**src/rtl/shifter.sv**
```systemverilog
// -----------------------------------------------------------------------------
// shifter -- pixel shift register of the CGIA video path (dot clock domain).
//
// A 16-bit fetched display word is loaded and shifted out MSB-first at
// 1, 2, 4 or 8 bits per pixel.  The current pixel is extracted
// combinationally from the register and the mode flags, zero-extended to an
// 8-bit colour-pen index and optionally XORed with index_xor_i.
//
// Build option:
//   SHIFTER_INDEX_XOR_EN  defined   : color_o = pixel ^ index_xor_i
//                         undefined : color_o = pixel (index_xor_i ignored,
//                                     port kept so the interface is stable)
//
// Interface rules:
//   - load_i wins over every shift flag; a load cycle never shifts.
//   - Shift flags resolve by priority 8 > 4 > 2 > 1, and the same priority
//     picks the output pixel width, so color_o follows a mode change at once.
//   - Zeros fill from the LSB end; an exhausted word reads as pixel 0.
// -----------------------------------------------------------------------------
module shifter (
    input  logic        dotclk_i,
    input  logic        rst_i,
    input  logic [15:0] dat_i,
    input  logic        load_i,
    input  logic        shift1_i,
    input  logic        shift2_i,
    input  logic        shift4_i,
    input  logic        shift8_i,
    input  logic [7:0]  index_xor_i,
    output logic [7:0]  color_o
);

    logic [15:0] sr;
    logic [7:0]  pixel;

    // Shift register: load has priority, then the widest active shift.
    always_ff @(posedge dotclk_i or posedge rst_i) begin
        if (rst_i) begin
            sr <= 16'h0000;
        end else if (load_i) begin
            sr <= dat_i;
        end else if (shift8_i) begin
            sr <= {sr[7:0], 8'h00};
        end else if (shift4_i) begin
            sr <= {sr[11:0], 4'h0};
        end else if (shift2_i) begin
            sr <= {sr[13:0], 2'b00};
        end else if (shift1_i) begin
            sr <= {sr[14:0], 1'b0};
        end
    end

    // Pixel extraction: width chosen by the same priority as the shift amount.
    always_comb begin
        pixel = 8'h00;
        if (shift8_i) begin
            pixel = sr[15:8];
        end else if (shift4_i) begin
            pixel = {4'h0, sr[15:12]};
        end else if (shift2_i) begin
            pixel = {6'h00, sr[15:14]};
        end else if (shift1_i) begin
            pixel = {7'h00, sr[15]};
        end
    end

`ifdef SHIFTER_INDEX_XOR_EN
    // Attribute / inverse effect applied across the whole colour index.
    assign color_o = pixel ^ index_xor_i;
`else
    // Feature disabled: the XOR input is intentionally left unused.
    logic unused_index_xor;
    assign unused_index_xor = ^index_xor_i;
    assign color_o = pixel;
`endif

endmodule

```
**config.mk**
```make
export PLATFORM = sky130hd
export DESIGN_NAME = shifter
export DESIGN_NICKNAME = d
export VERILOG_FILES = /design/src/rtl/shifter.sv
export SDC_FILE = /design/constraint.sdc
export NUM_CORES = 1
export LEC_CHECK = 0
export ABC_AREA = 1
export ABC_CLOCK_PERIOD_IN_PS = 1350
export CORE_MARGIN = 2
export CORE_UTILIZATION = 40
export CTS_CLUSTER_SIZE = 24
export DETAILED_ROUTE_END_ITERATION = 7
export PLACE_DENSITY = 0.69
export SLEW_MARGIN = 20
export SYNTH_ARGS = -nofsm -noshare
export SYNTH_HDL_FRONTEND = slang
export SYNTH_SLANG_ARGS = --single-unit
```
**constraint.sdc**
```tcl
create_clock -name dotclk_i -period 1.35 [get_ports dotclk_i]
set_input_delay 0.27 -clock dotclk_i [delete_from_list [all_inputs] [get_ports dotclk_i]]
set_output_delay 0.27 -clock dotclk_i [all_outputs]
set_load 0.005 [all_outputs]
```
==> impl_metrics.py, run 1 <==
metrics = {
    "critical_path": {
        "critPathBufInv": 3,
        "cp_data_arrival_time_ps": 1170,
        "crit_required_ps": 1080,
        "start_kind": "flip-flop",
        "cp_slowest_stage_delay_ps": 410,
        "path_delay_family": "flip-flops",
        "path_depth": 5,
        "rr_worst_depth": 8,
        "crit_fanout": 3,
        "reg2reg_slack_ps": 240,
        "cp-end-kind": "primary output",
        "cp_slowest_cell": "dfrtp_1",
        "crit_type": "reg2out",
        "cp_cell_sequence": "buf_4 -> buf_6 -> nand2_2 -> o21ai_2 -> buf_2",
    },
    "sta": {
        "whs_ps": 285,
        "fin_crit_sh_pct": 107,
        "rsz0062_at_grt": "true",
        "maxSlewHeadroom_pct": 79.2,
        "setup_tns_ps": -227,
        "maxSlewViolCount": 0,
        "finalClockSkew_ps": 2.93,
        "setup_viol": 4,
        "min_period_ps": 1440,
        "hold_viol_final": 0,
        "max_freq_mhz": 695,
        "worst_slack_ps": -88.5,
        "worst_slew_pin_slew_ps": 309,
    },
    "power": {
        "p_leak_nw": 1.15,
        "vdd_drop_max_uv": 296,
        "seq_power_share_pct": 41.8,
        "switching_share_pct": 33.5,
        "p_int_uw": 904,
        "p_sw_uw": 457,
        "power_frac_clock_pct": 18.9,
        "combPwrFrac_pct": 39.3,
        "power_density_nw_per_um2": 678,
    },
    "clock_tree": {
        "cts_hold_buf": 0,
        "htreeDepth": 1,
        "cts_sinks": 16,
        "clk_pin_slew_ps": 100,
        "cts-root-buf": "clkbuf_4",
        "cts_tree": "yes",
        "cts_inserted_buffers": 3,
        "clk_latency_ps": 280,
        "cts_buffer_depth": 2,
    },
    "finish": {
        "drive_gt1_share_pct": 26.4,
        "top_regs": "sr: 16 flops",
        "seqCellArea_um2": 400,
        "nets": 328,
        "diodes": 0,
        "largest_reg_flops": 16,
        "postLayoutCoreUtil_pct": 59.7,
        "top_register": "sr",
        "fillCellCount": 366,
        "multiInputGateArea_um2": 823,
        "area_delta_synth_final_pct": 43.3,
    },
    "synthesis": {
        "yosys_warnings": 0,
        "synth-simple-area-share_pct": 47.5,
        "ys_ff_latch": 16,
        "synth_compound_area_share_pct": 8.39,
        "synthAdderAreaFrac_pct": 0,
        "syn_inst": 234,
        "avgSynthCellArea_um2": 5.99,
        "synthMuxAreaShare_pct": 0,
        "yosysSeqAreaShare_pct": 28.6,
        "synth_area_um2": 1400,
        "synth_top_family_by_area": "simple AND/OR/NAND/NOR gates",
        "synth_xor_area_share_pct": 0,
        "synth_cell_types": 22,
        "synthesis.nets": 265,
    },
    "min_path": {
        "hp-class": "in2async",
    },
    "detailed_routing": {
        "drc": 0,
        "ant_nets": 0,
        "vias": 1578,
        "drtPass1Iterations": 4,
        "finalWirelength_um": 3970,
        "wire_per_inst_um": 11.6,
        "vias_per_cell": 4.63,
        "drt_iter0_drc": 98,
    },
    "job": {
        "maxCapViolCount": 0,
    },
    "floorplan": {
        "dieWidth_um": 63.2,
        "coreArea_um2": 3360,
        "io_pins": 39,
        "initial_core_util_pct": 41.7,
        "rows": 21,
        "dieArea_um2": 3990,
        "die_h_um": 63.2,
    },
    "grt": {
        "antenna_found_initial": 0,
        "grt_pass1_vias": 1507,
        "grt_pass1_wl_um": 6760,
        "grt_max_degree": 17,
        "overflow": 0,
        "grt_usage_pct": 21.1,
    },
    "outcome": {
        "status": "finished with violations",
        "violations": "negative setup slack",
    },
    "placed_design": {
        "io_buffer_count": 30,
        "hpwl_um": 2980,
        "finalWeightedCongestion": 0.914,
        "place_ws_ps": -708,
    },
}
## synth_stat cells
| master | count | area, µm² |
|---|---|---|
| nor2_4 | 1 | 11.3 |
| nor2_8 | 1 | 20.0 |
| nand2_1 | 113 | 424 |
| nand3_4 | 1 | 17.5 |
| nand3_1 | 21 | 105 |
| inv_1 | 29 | 109 |
| o21ai_1 | 1 | 5.00 |
| buf_2 | 3 | 15.0 |
| o22ai_1 | 1 | 6.26 |
| or2_0 | 1 | 6.26 |
| a22oi_1 | 1 | 7.51 |
| or2_2 | 8 | 50.1 |
| o21ai_0 | 6 | 30.0 |
| a21oi_1 | 9 | 45.0 |
| inv_2 | 5 | 18.8 |
| a21boi_0 | 2 | 15.0 |
| buf_6 | 6 | 67.6 |
| nor2_1 | 5 | 18.8 |
| o221ai_1 | 1 | 8.76 |
| nor2_2 | 2 | 12.5 |
| dfrtp_1 | 16 | 400 |
| buf_4 | 1 | 7.51 |
## power groups by stage
stage                     Clock (mW)  Sequential [mW]  Combinational (mW)
final                          0.257            0.568               0.535
after floorplan                    0            0.567               0.255
after global routing           0.285            0.574               0.603
after CTS                      0.265            0.565               0.509
after detailed placement           0            0.578               0.491
after global placement             0            0.577               0.486
## final timing paths
path,to,start
hold / removal,sr[3]$_DFFE_PP0P_,rst_i
setup reg to reg,sr[15]$_DFFE_PP0P_,sr[14]$_DFFE_PP0P_
hold reg to reg,sr[7]$_DFFE_PP0P_,sr[7]$_DFFE_PP0P_
max in group asynchronous,sr[6]$_DFFE_PP0P_,rst_i
setup / recovery,color_o[3],sr[15]$_DFFE_PP0P_
min in group dotclk_i,sr[0]$_DFFE_PP0P_,dat_i[0]
## worst min-delay path, cell delays in order
cell and delay, ps:
clkdlybuf4s50_1 390, inv_1 50, buf_4 240
## cells by family (layout without fill, tap and decap cells)
family,after synthesis,count (layout)
buffers and inverters,44,105
AO/OA/AOI/OAI,21,21
AND/OR/NAND/NOR,153,153
flip-flops,16,16
## repair_timing
| item | in CTS | in global routing |
|---|---|---|
| pin swaps | 2 | 5 |
| buffers inserted | 6 | 1 |
| endpoints found under the setup margin | 24 | 15 |
| cloned | 0 | 0 |
| gates resized for setup | 40 | 15 |
## final cells by class
type | count | share of cell area (%)
Clock buffer | 3 | 1.12
Sequential cell | 16 | 19.9
Multi-Input combinational cell | 174 | 41.0
Inverter | 34 | 6.36
Timing Repair Buffer | 68 | 28.7
Tap cell | 46 | 2.87
## metal layers
| metal | GRT usage (%) | share of wire [%] | vias up |
|---|---|---|---|
| met4 | 5.98 | 0.93 | 0 |
| met1 | 29.6 | 47 | 703 |
| met2 | 34.6 | 47 | 41 |
| met3 | 2.14 | 5.1 | 4 |
| li1 | - | - | 830 |
| met5 | 0 | 0 | - |
## layout by cell type (no fill, tap or decap), types with 5 or more instances in the layout
master,Yosys,final
buf_6,6,5
or2_2,8,8
nand2_1,113,109
buf_4,1,32
inv_1,29,28
a21oi_1,9,8
inv_2,5,6
clkdlybuf4s50_1,0,17
nor2_1,5,5
nand3_1,21,20
buf_2,3,6
dfrtp_1,16,16
## stage by stage
| step | total power [mW] | cells | instance area (µm²) |
|---|---|---|---|
| final | 1.36 | 341 | 2010 |
| after detailed placement | 1.07 | 331 | 1910 |
| after global placement | 1.06 | 331 | 1910 |
| after global routing | 1.46 | 341 | 2010 |
| after floorplan | 0.822 | 234 | 1400 |
| after CTS | 1.34 | 340 | 1970 |
No activity file was read; power rests on OpenSTA's default activity.
==> run 2: changes to the inputs <==
--- a/config.mk
+++ b/config.mk
@@ -7,8 +7,9 @@
 export LEC_CHECK = 0
 export ABC_AREA = 1
 export ABC_CLOCK_PERIOD_IN_PS = 1350
-export CORE_MARGIN = 2
+export CORE_MARGIN = 1
 export CORE_UTILIZATION = 40
+export CTS_CLUSTER_DIAMETER = 40
 export CTS_CLUSTER_SIZE = 24
 export DETAILED_ROUTE_END_ITERATION = 7
 export PLACE_DENSITY = 0.69
==> run 2 against run 1 <==
Compared with the run above: the flow still finishes with violations (negative setup slack); cell area increased by 2.1%; die area decreased by 6.2%; sequential share of layout area decreased by 0.40 points; non-clock buffer count unchanged; maximum frequency decreased by 0.39%; wire length increased by 2.9%; highest routed layer unchanged; power increased by 2.6%; worst hold slack got worse by 13 ps; combinational power increased by 4.9%.
==> impl_metrics.py, run 2 (synthesis results as in run 1) <==
metrics = {
    "finish": {
        "top_regs": "sr: 16 flops",
        "top_register": "sr",
        "fin_cells": 341,
        "area_delta_synth_final_pct": 46.3,
        "final_common_cell": "nand2_1",
        "largest_reg_flops": 16,
        "seqCellArea_um2": 400,
        "multiInputGateArea_um2": 826,
        "fillCellCount": 331,
        "drive_gt1_share_pct": 25.8,
        "final_cell_mix": "109 x nand2_1, 30 x buf_4, 27 x inv_1, 20 x nand3_1, 18 x clkdlybuf4s50_1",
        "diodes": 0,
        "nets": 328,
    },
    "placed_design": {
        "placed_cells": 331,
        "finalWeightedCongestion": 0.960,
        "io_buffer_count": 30,
        "hpwl_um": 3000,
    },
    "clock_tree": {
        "htreeDepth": 1,
        "clk_latency_ps": 290,
        "cts_sinks": 16,
        "clk_pin_slew_ps": 100,
        "cts_inserted_buffers": 3,
        "cts_hold_buf": 0,
        "cts_tree": "yes",
        "cts-root-buf": "clkbuf_4",
        "cts_buffer_depth": 2,
    },
    "critical_path": {
        "r2r-end": "sr[15]$_DFFE_PP0P_",
        "rr_worst_depth": 7,
        "crit_required_ps": 1080,
        "cp_cell_sequence": "buf_6 -> buf_6 -> nand2_4 -> o21ai_2 -> buf_2",
        "cp_slowest_cell": "dfrtp_1",
        "cp_data_arrival_time_ps": 1170,
        "reg2reg_slack_ps": 280,
        "path_delay_family": "flip-flops",
        "cp_slowest_stage_delay_ps": 420,
        "crit_type": "reg2out",
        "crit_fanout": 3,
        "path_depth": 5,
        "setup.worst_path.end": "color_o[3]",
        "critPathBufInv": 3,
        "start_kind": "flip-flop",
        "critPathMostFrequentCell": "buf_6",
        "cp-end-kind": "primary output",
        "r2r-start": "sr[13]$_DFFE_PP0P_",
        "crit_start": "sr[15]$_DFFE_PP0P_",
    },
    "detailed_routing": {
        "ant_nets": 0,
        "vias": 1642,
        "drtPass1Iterations": 5,
        "drc": 0,
        "wire_per_inst_um": 12.0,
        "finalWirelength_um": 4090,
        "drt_iter0_drc": 117,
        "vias_per_cell": 4.82,
    },
    "floorplan": {
        "die_h_um": 61.2,
        "coreArea_um2": 3340,
        "initial_core_util_pct": 42.0,
        "rows": 21,
        "io_pins": 39,
        "dieWidth_um": 61.2,
        "dieArea_um2": 3740,
    },
    "grt": {
        "antenna_found_initial": 0,
        "grt_usage_pct": 24.0,
        "grt_max_degree": 17,
        "grt_pass1_wl_um": 6570,
        "grt_pass1_vias": 1443,
        "overflow": 0,
    },
    "sta": {
        "worst_slew_pin_slew_ps": 241,
        "fin_crit_sh_pct": 107,
        "hold_viol_final": 0,
        "min_period_ps": 1440,
        "max_freq_mhz": 692,
        "whs_ps": 272,
        "maxSlewViolCount": 0,
        "worst_slack_ps": -94.1,
        "finalClockSkew_ps": 2.89,
        "rsz0062_at_grt": "true",
        "maxSlewHeadroom_pct": 83.9,
        "setup_viol": 4,
    },
    "power": {
        "power_density_nw_per_um2": 681,
        "vdd_drop_max_uv": 399,
        "p_leak_nw": 1.16,
    },
    "job": {
        "maxCapViolCount": 0,
    },
    "min_path": {
        "hp-class": "in2async",
    },
    "outcome": {
        "status": "finished with violations",
        "violations": "negative setup slack",
    },
}
## run 2: routing by layer
metal / vias up / GRT usage (%) / wire length (µm)
met1: 761 / 33.4 / 1900
met3: 5 / 1.89 / 127
met2: 42 / 40.8 / 2020
met5: - / 0 / 0
li1: 834 / - / -
met4: 0 / 4.87 / 40
## run 2: how the worst min path moves through the flow
stage	from	endpoint	slack (ps)	depth (start not counted)
6_report	rst_i	sr[5]$_DFFE_PP0P_	270	3
5_1_grt	rst_i	sr[5]$_DFFE_PP0P_	340	3
4_1_cts	rst_i	sr[5]$_DFFE_PP0P_	280	3
3_5_place_dp	sr[7]$_DFFE_PP0P_	sr[7]$_DFFE_PP0P_	550	2
3_3_place_gp	sr[7]$_DFFE_PP0P_	sr[7]$_DFFE_PP0P_	540	2
2_1_floorplan	rst_i	sr[0]$_DFFE_PP0P_	180	1
## run 2: final cells by class
type | instances | area share (%)
tap | 46 | 2.81
sequential | 16 | 19.5
clock buffer | 3 | 1.10
multi-input combinational | 174 | 40.3
timing repair buffer | 68 | 29.9
inverter | 34 | 6.35
## run 2: per-stage QoR
step | total power [mW] | setup WS, ps | cell area, µm² | utilization (%) | TNS (ps)
floorplan | 0.822 | 128 | 1400 | - | 0
finish | 1.40 | -94.1 | 2050 | 61.4 | -250
CTS | 1.35 | -137 | 1970 | 59.1 | -257
detailed placement | 1.07 | -693 | 1910 | 57.4 | -11100
global placement | 1.07 | -689 | 1910 | 57.4 | -10810
global route | 1.48 | -144 | 2050 | 61.4 | -450
## run 2: power by group
group | total [mW] | switching [mW] | internal (mW) | leakage, nW
clock | 0.265 | 0.161 | 0.104 | 0.0138
combinational | 0.561 | 0.267 | 0.294 | 0.951
sequential | 0.570 | 0.0461 | 0.524 | 0.195
total | 1.40 | 0.474 | 0.922 | 1.16
## run 2: what timing repair did
item	in CTS	in global routing
gates resized for setup	35	22
pin swaps	1	8
setup buffers	5	3
gates cloned	0	0
endpoints found under the setup margin	24	20
## run 2: worst reg2reg max path, delay by kind of cell, from the launching register on
kind | cells | cell delay (ps)
buf+inv | 2 | 240
simple gates | 5 | 320
flops | 1 | 420
